`config.mk`:
```
export PLATFORM = sky130hd
export DESIGN_NAME = psdifir_audio_tx
export DESIGN_NICKNAME = d
export VERILOG_FILES = /design/src/rtl/psdifir_audio_tx.sv
export SDC_FILE = /design/constraint.sdc
export NUM_CORES = 1
export LEC_CHECK = 0
export CAP_MARGIN = 30
export CORE_UTILIZATION = 49
export CTS_CLUSTER_DIAMETER = 50
export DETAILED_ROUTE_END_ITERATION = 10
export HOLD_SLACK_MARGIN = 0.08
export PLACE_DENSITY_LB_ADDON = 0.08
export SLEW_MARGIN = 20
export SYNTH_ARGS = -nofsm -noshare
export SYNTH_HDL_FRONTEND = slang
export SYNTH_SLANG_ARGS = --single-unit
```
`constraint.sdc`:
```
create_clock -name clockext100MHz -period 2.65 [get_ports clockext100MHz]
set_clock_uncertainty 0.15 [all_clocks]
set_input_delay 0.265 -clock clockext100MHz [delete_from_list [all_inputs] [get_ports clockext100MHz]]
set_output_delay 0.265 -clock clockext100MHz [all_outputs]
set_load 0.01 [all_outputs]
```
`src/rtl/psdifir_audio_tx.sv`:
```
// I2S transmitter for the PSDIFIR output: one-pair holding buffer, self-timed
// bit/word clocks, 64-bit frames with 1-bit delay and sticky overrun/underrun flags.
module psdifir_audio_tx #(
    parameter int BCLK_DIV = 16,
    parameter int DATA_W   = 18
) (
    input  logic                     clockext100MHz,
    input  logic                     reset_n,
    input  logic                     dataout_ready,
    input  logic signed [DATA_W-1:0] left_out,
    input  logic signed [DATA_W-1:0] right_out,
    input  logic                     err_clr,
    output logic                     i2s_bclk,
    output logic                     i2s_lrclk,
    output logic                     i2s_sdata,
    output logic                     frame_start,
    output logic                     overrun,
    output logic                     underrun
);

    localparam int DIV_W = (BCLK_DIV > 1) ? $clog2(BCLK_DIV) : 1;
    localparam int IDX_W = (DATA_W > 1) ? $clog2(DATA_W) : 1;
    localparam logic [DIV_W-1:0] DIV_LAST = DIV_W'(BCLK_DIV - 1);

    logic [DIV_W-1:0]         div_cnt;
    logic [5:0]               bit_cnt;
    logic [5:0]               bit_next;
    logic                     tick;
    logic                     fall;
    logic                     load;
    logic signed [DATA_W-1:0] hold_l;
    logic signed [DATA_W-1:0] hold_r;
    logic                     hold_valid;
    logic signed [DATA_W-1:0] src_l;
    logic signed [DATA_W-1:0] src_r;
    logic                     ovr_set;
    logic                     und_set;

    // Slot position 0 is the I2S one-bit delay; MSB sits at position 1.
    function automatic logic slot_bit(input logic [DATA_W-1:0] smp, input logic [4:0] pos);
        logic [IDX_W-1:0] idx;
        slot_bit = 1'b0;
        idx      = '0;
        if (pos != 5'd0 && int'(pos) <= DATA_W) begin
            idx      = IDX_W'(DATA_W - int'(pos));
            slot_bit = smp[idx];
        end
    endfunction

    assign tick     = (div_cnt == DIV_LAST);
    assign fall     = tick && i2s_bclk;
    assign bit_next = bit_cnt + 6'd1;
    assign load     = fall && (bit_next == 6'd0);
    assign ovr_set  = dataout_ready && hold_valid && !load;
    assign und_set  = load && !hold_valid;

    // Bit-clock divider and frame bit position
    always_ff @(posedge clockext100MHz or negedge reset_n) begin
        if (!reset_n) begin
            div_cnt  <= '0;
            i2s_bclk <= 1'b0;
            bit_cnt  <= 6'd63;
        end else begin
            div_cnt <= tick ? '0 : div_cnt + DIV_W'(1);
            if (tick) begin
                i2s_bclk <= ~i2s_bclk;
            end
            if (fall) begin
                bit_cnt <= bit_next;
            end
        end
    end

    // Holding register: data path carries no reset, only its valid flag does
    always_ff @(posedge clockext100MHz) begin
        if (dataout_ready) begin
            hold_l <= left_out;
            hold_r <= right_out;
        end
    end

    always_ff @(posedge clockext100MHz or negedge reset_n) begin
        if (!reset_n) begin
            hold_valid <= 1'b0;
        end else if (dataout_ready) begin
            hold_valid <= 1'b1;
        end else if (load) begin
            hold_valid <= 1'b0;
        end
    end

    // Shift source keeps the previous pair when nothing new is waiting
    always_ff @(posedge clockext100MHz or negedge reset_n) begin
        if (!reset_n) begin
            src_l <= '0;
            src_r <= '0;
        end else if (load && hold_valid) begin
            src_l <= hold_l;
            src_r <= hold_r;
        end
    end

    // Serial outputs move together with the falling bclk edge
    always_ff @(posedge clockext100MHz or negedge reset_n) begin
        if (!reset_n) begin
            i2s_lrclk   <= 1'b0;
            i2s_sdata   <= 1'b0;
            frame_start <= 1'b0;
        end else begin
            frame_start <= load;
            if (fall) begin
                i2s_lrclk <= bit_next[5];
                i2s_sdata <= slot_bit(bit_next[5] ? src_r : src_l, bit_next[4:0]);
            end
        end
    end

    // Sticky flags: a fresh event outranks a simultaneous clear
    always_ff @(posedge clockext100MHz or negedge reset_n) begin
        if (!reset_n) begin
            overrun  <= 1'b0;
            underrun <= 1'b0;
        end else begin
            overrun  <= (overrun && !err_clr) || ovr_set;
            underrun <= (underrun && !err_clr) || und_set;
        end
    end

endmodule

```
==> results of run 1 <==
[cell families after synthesis]
| family | Yosys count |
|---|---|
| flops | 89 |
| mux | 48 |
| simple gates | 36 |
| fa+ha+maj | 6 |
| buf+inv | 15 |
| compound gates | 32 |
| xor+xnor | 13 |
[how the worst max path moves through the flow]
stage                            to  slack [ns]
after CTS                 i2s_sdata        0.11
after global routing      i2s_sdata       0.009
after detailed placement  i2s_sdata        0.14
after global placement    i2s_sdata        0.18
after floorplan           i2s_sdata        0.19
final                     i2s_sdata        0.13
[flip-flops by register name, indices dropped and copies added (netlist names)]
register     flops
bit_cnt          6
div_cnt          4
frame_start      1
hold_l          18
hold_r          18
hold_valid       1
i2s_bclk         1
i2s_lrclk        1
i2s_sdata        1
overrun          1
src_l           18
src_r           18
underrun         1
[synth_stat cells (2+ instances only)]
| library cell | n | share of area |
|---|---|---|
| xnor2_1 | 5 | 0.012 |
| o21ai_1 | 4 | 0.0054 |
| nand2_1 | 7 | 0.0071 |
| nor2b_1 | 3 | 0.0051 |
| nand4_1 | 2 | 0.0034 |
| a21oi_1 | 5 | 0.0068 |
| o21ai_0 | 6 | 0.0081 |
| dfrtp_1 | 47 | 0.32 |
| a211oi_1 | 4 | 0.0081 |
| nand3_1 | 4 | 0.0054 |
| and3_1 | 2 | 0.0034 |
| nor2_1 | 7 | 0.0071 |
| mux4_1 | 2 | 0.014 |
| ha_1 | 6 | 0.020 |
| o22ai_1 | 2 | 0.0034 |
| inv_1 | 6 | 0.0061 |
| nor3_1 | 4 | 0.0054 |
| edfxtp_1 | 36 | 0.29 |
| xor2_1 | 7 | 0.017 |
| dfstp_2 | 6 | 0.043 |
| buf_6 | 6 | 0.018 |
| mux2i_1 | 8 | 0.022 |
| mux2_1 | 37 | 0.11 |
[worst reg2reg max path, stage by stage (launching register included)]
cell      delay (ns)
dfstp_2         0.64
inv_1           0.09
ha_2            0.41
nand2_1         0.17
a211oi_1        0.26
a311o_1         0.16
o22ai_1         0.07
a221o_1         0.33
o311a_1         0.13
[report_power, final]
| part | switching, mW | internal [mW] | leakage, nW | total [mW] |
|---|---|---|---|---|
| registers | 0.0106 | 1.49 | 1.05 | 1.50 |
| logic | 0.0349 | 0.0565 | 0.855 | 0.0914 |
| clock network | 0.449 | 0.435 | 0.0949 | 0.884 |
[per-layer routing]
layer,vias up,routed length (um),track usage
li1,1004,-,-
met1,1027,2633,0.2173
met2,43,2809,0.2706
met3,9,223,0.04571
met4,0,108,0.07771
met5,-,0,0
[cell type report]
class | count | share of cell area
inverter | 6 | 0.005022
clock buffer | 11 | 0.02930
tap | 99 | 0.02762
multi-input combinational | 135 | 0.2603
clock inverter | 5 | 0.01256
timing repair buffer | 56 | 0.1267
sequential | 89 | 0.5385
[repair_timing]
action,CTS,global route
setup endpoints to repair,0,1
endpoints found under the hold margin,26,0
hold buffers,1,0
resized for setup,0,1
[metrics by stage]
step           area, sq um  cells
2_1_floorplan         3686    239
3_3_place_gp          4284    384
3_5_place_dp          4284    384
4_1_cts               4482    401
5_1_grt               4484    401
6_report              4484    401
==> impl_metrics.toml, run 1 <==
[hold_path]
hp-class = "primary input to async pin"

[placed_design]
dp_slack_ns = 0.1437
port_buffers = 45
gp_congestion = 0.8390
dp_hpwl_um = 3942

[logic_synthesis]
ys_warn_count = 0
async_flop_share = 0.5955
synth_top_family_by_area = "multiplexers"
synth-edff-count = 36
synth_compound_area_frac = 0.05737
ys_seq_area_frac = 0.6551
synth_fp_nets = 285
yosys.area_share.xor_xnor = 0.03293
ys.flop_type = "dfrtp_1"
yosys.area_share.simple = 0.05329
ys_types = 46
postSynthAreaPerCell_sq_um = 15.42
synth_seq_cells = 89
synth_fa_ha_area_frac = 0.02037
muxShareOfSynthArea = 0.1521
synthCells = 239
netlist_area_sq_um = 3686

[timing]
tightest_slew_ns = 0.6267
fin_ws_ns = 0.1325
tns_ns = 0
relSlewSlack = 0.5822
setup_viol = 0
rsz0062_at_grt = "no"
fin_hold_ws_ns = 0.3064
fin_crit_ns = 2.517
final.period_utilization = 0.9500
max_freq_mhz = 397.2
hold_viol_final = 0
slew_violations = 0

[clock_tree]
clkTransAtPathRegs_ns = 0.09
clockRootBuffer = "clkbuf_8"
htreeDepth = 3
cts_tree = "yes"
cts_buffers = 9
cts_setup_buffers = 0
cts_sinks = 89
insertion_delay_ns = 0.35
cts_buffer_depth = 2

[detailed_routing]
drtAntennaViolNets = 0
drt-initial-drc-count = 98
drc_errors = 0
avgRoutedWirePerCell_um = 14.40
wirelength_um = 5774
vias_per_cell = 5.195
dr.pass1.iters = 6
dr_total_vias = 2083

[layout]
nets = 343
area_growth_pct = 21.66
nFillCells = 563
fin_util = 0.6183
multi_input_area_sq_um = 1167
final_common_cell = "dfrtp_1"
diodes = 0
mostFrequentLayoutCells = "dfrtp_1 (47), clkdlybuf4s50_1 (44), mux2_1 (37), edfxtp_1 (36), clkbuf_8 (9)"
seqCellArea_sq_um = 2415
layout-drive-gt1-share = 0.1291

[critical_path]
cp.buffers_inverters = 1
endpoint_kind = "flop"
worst_setup_path_start_kind = "flop"
crit_start = "bit_cnt[0]"
max_stage_delay_ns = 0.64
path_class = "flop to flop"
r2r-end = "i2s_sdata"
crit_chain = "inv_1 > ha_2 > nand2_1 > a211oi_1 > a311o_1 > o22ai_1 > a221o_1 > o311a_1"
path_delay_family = "compound AO/OA/AOI/OAI gates"
r2r_cells = 8
ff2ff_setup_slack_ns = 0.13
timing.rr.start = "bit_cnt[0]"
worstPathRequired_ns = 2.73
worst_path_max_delay_cell = "dfstp_2"
path_depth = 8
arrival_ns = 2.60
cp_max_fo = 10

[die]
rows = 31
dieArea_sq_um = 7873
die-width_um = 88.73
die_y_um = 88.73
ios = 46
start_util = 0.5082
core-area_sq_um = 7253

[grt]
track_usage = 0.1696
grt_pass1_vias = 2069
grt_first_pass_wirelength_um = 9784
antenna_found_initial = 0
grt_remaining_overflow = 0
grt_max_degree = 39

[pwr]
total_power_mw = 2.471
p_leak_nw = 2.004
peakVddDrop_mv = 0.2975
p_per_area_nw_per_um2 = 551.0

[outcome]
status = "completed"

[flow_run]
cap_viol_max_count = 0
(Power assumes the default switching activity.)
==> run 2, diff against run 1 <==
--- a/config.mk
+++ b/config.mk
@@ -6,7 +6,9 @@
 export NUM_CORES = 1
 export LEC_CHECK = 0
 export CAP_MARGIN = 30
-export CORE_UTILIZATION = 49
+export CELL_PAD_IN_SITES_DETAIL_PLACEMENT = 1
+export CELL_PAD_IN_SITES_GLOBAL_PLACEMENT = 1
+export CORE_UTILIZATION = 41
 export CTS_CLUSTER_DIAMETER = 50
 export DETAILED_ROUTE_END_ITERATION = 10
 export HOLD_SLACK_MARGIN = 0.08
==> run 2 against run 1 <==
Power grew 0.29%. Critical path type unchanged. Largest cell class unchanged. Final cell count increased by 2.0%. Routed wire length grew 13%.
==> impl_metrics.toml, run 2 (synthesis results as in run 1) <==
[outcome]
status = "completed"

[timing]
max_freq_mhz = 398.0
final.period_utilization = 0.9481
relSlewSlack = 0.4309
rsz0062_at_grt = "no"
fin_crit_ns = 2.513
setup_viol = 0
fin_hold_ws_ns = 0.3069
slew_violations = 0
hold_viol_final = 0
tns_ns = 0
tightest_slew_ns = 0.8537

[critical_path]
worstPathRequired_ns = 2.73
arrival_ns = 2.60
endpoint_kind = "flop"
path_class = "flop to flop"
worst_setup_path_start_kind = "flop"
cp_max_fo = 12

[detailed_routing]
top_layer_used = "met4"
wirelength_um = 6543
drtAntennaViolNets = 0
drc_errors = 0
dr.pass1.iters = 4
dr_total_vias = 2086
avgRoutedWirePerCell_um = 16.00
drt-met1-wl_um = 2972
met2_length_um = 3278
vias_per_cell = 5.100
drt-initial-drc-count = 56
wl_met3_um = 218

[die]
dieArea_sq_um = 9373
rows = 34
start_util = 0.4227
ios = 46
die_y_um = 96.82
core-area_sq_um = 8721
die-width_um = 96.82

[grt]
grt_first_pass_wirelength_um = 11470
grt_remaining_overflow = 0
grt_max_degree = 39
track_usage = 0.1590
grt_pass1_vias = 2233
antenna_found_initial = 0

[flow_run]
cap_viol_max_count = 0

[pwr]
peakVddDrop_mv = 0.2366
p_leak_nw = 1.998
p_per_area_nw_per_um2 = 552.8

[clock_tree]
cts_buffers = 9
cts_tree = "yes"
cts_sinks = 89
cts_setup_buffers = 0
insertion_delay_ns = 0.34
clockRootBuffer = "clkbuf_8"
clkTransAtPathRegs_ns = 0.08
htreeDepth = 3
cts_buffer_depth = 2

[placed_design]
placed_cells = 392
port_buffers = 45
dp_hpwl_um = 4557
gp_congestion = 0.7480
dpl_cell_area_sq_um = 4283

[hold_path]
hp-class = "primary input to async pin"

[layout]
final_common_cell = "dfrtp_1"
diodes = 0
area_growth_pct = 21.62
fin_area_sq_um = 4483
layout-drive-gt1-share = 0.1296
multi_input_area_sq_um = 1167
nets = 342
seqCellArea_sq_um = 2415
fin_cells = 409
mostFrequentLayoutCells = "dfrtp_1 (47), clkdlybuf4s50_1 (43), mux2_1 (37), edfxtp_1 (36), clkbuf_8 (9)"
nFillCells = 843
-- run 2: cell count changes in the layout (fill, tap and decap cells not counted) --
cell             delta
clkdlybuf4s50_1     -1
buf_2               +1
buf_4               -1
-- run 2: through the flow --
stage | utilization | worst slack [ns] | total power, mW
after global placement | 0.4911 | 0.2167 | 1.615
after global routing | 0.5141 | 0.01885 | 2.595
after CTS | 0.5138 | 0.1133 | 2.523
after floorplan | - | 0.1915 | 1.523
after detailed placement | 0.4911 | 0.1333 | 1.621
final | 0.5141 | 0.1374 | 2.478
-- run 2: final cells by class --
type                    instances  area share
clock buffers                  11     0.02931
clock inverters                 5     0.01256
inverters                       6    0.005024
multi-input cells             135      0.2604
flip-flops and latches         89      0.5387
well taps                     108     0.03014
repair buffers                 55      0.1239
-- run 2: where the power goes --
part	total, mW	internal, mW	switching (mW)
Sequential	1.50	1.49	0.0116
Clock	0.890	0.436	0.455
Combinational	0.0909	0.0550	0.0359
Total	2.48	1.98	0.502
-- run 2: routing by layer --
layer	up-vias	track usage
li1	993	-
met1	1053	0.2045
met2	33	0.2562
met3	7	0.03179
met4	0	0.07922
met5	-	0
-- run 2: repair_timing --
action                                  in CTS  in global routing
hold buffers                                 1                  0
endpoints found under the setup margin       0                  1
hold endpoints to repair                    24                  0
gates resized for setup                      0                  1
-- run 2: worst paths after layout --
path	depth (start not counted)	end	start	slack, ns
max	8	i2s_sdata	bit_cnt[1]	0.14
min	2	div_cnt[2]	reset_n	0.31
max reg2reg	8	i2s_sdata	bit_cnt[1]	0.14
min reg2reg	1	src_r[6]	hold_r[6]	0.31
max in group asynchronous	3	bit_cnt[1]	reset_n	1.41
min in group clockext100MHz	1	src_r[6]	hold_r[6]	0.31
-- run 2: worst max-delay path, cell delays in order, from the launching register on --
cell	delay, ns
dfstp_2	0.59
ha_1	0.20
nand4_2	0.15
xor2_2	0.20
buf_12	0.17
mux2i_1	0.22
a311oi_1	0.14
a22o_2	0.25
o311a_1	0.34
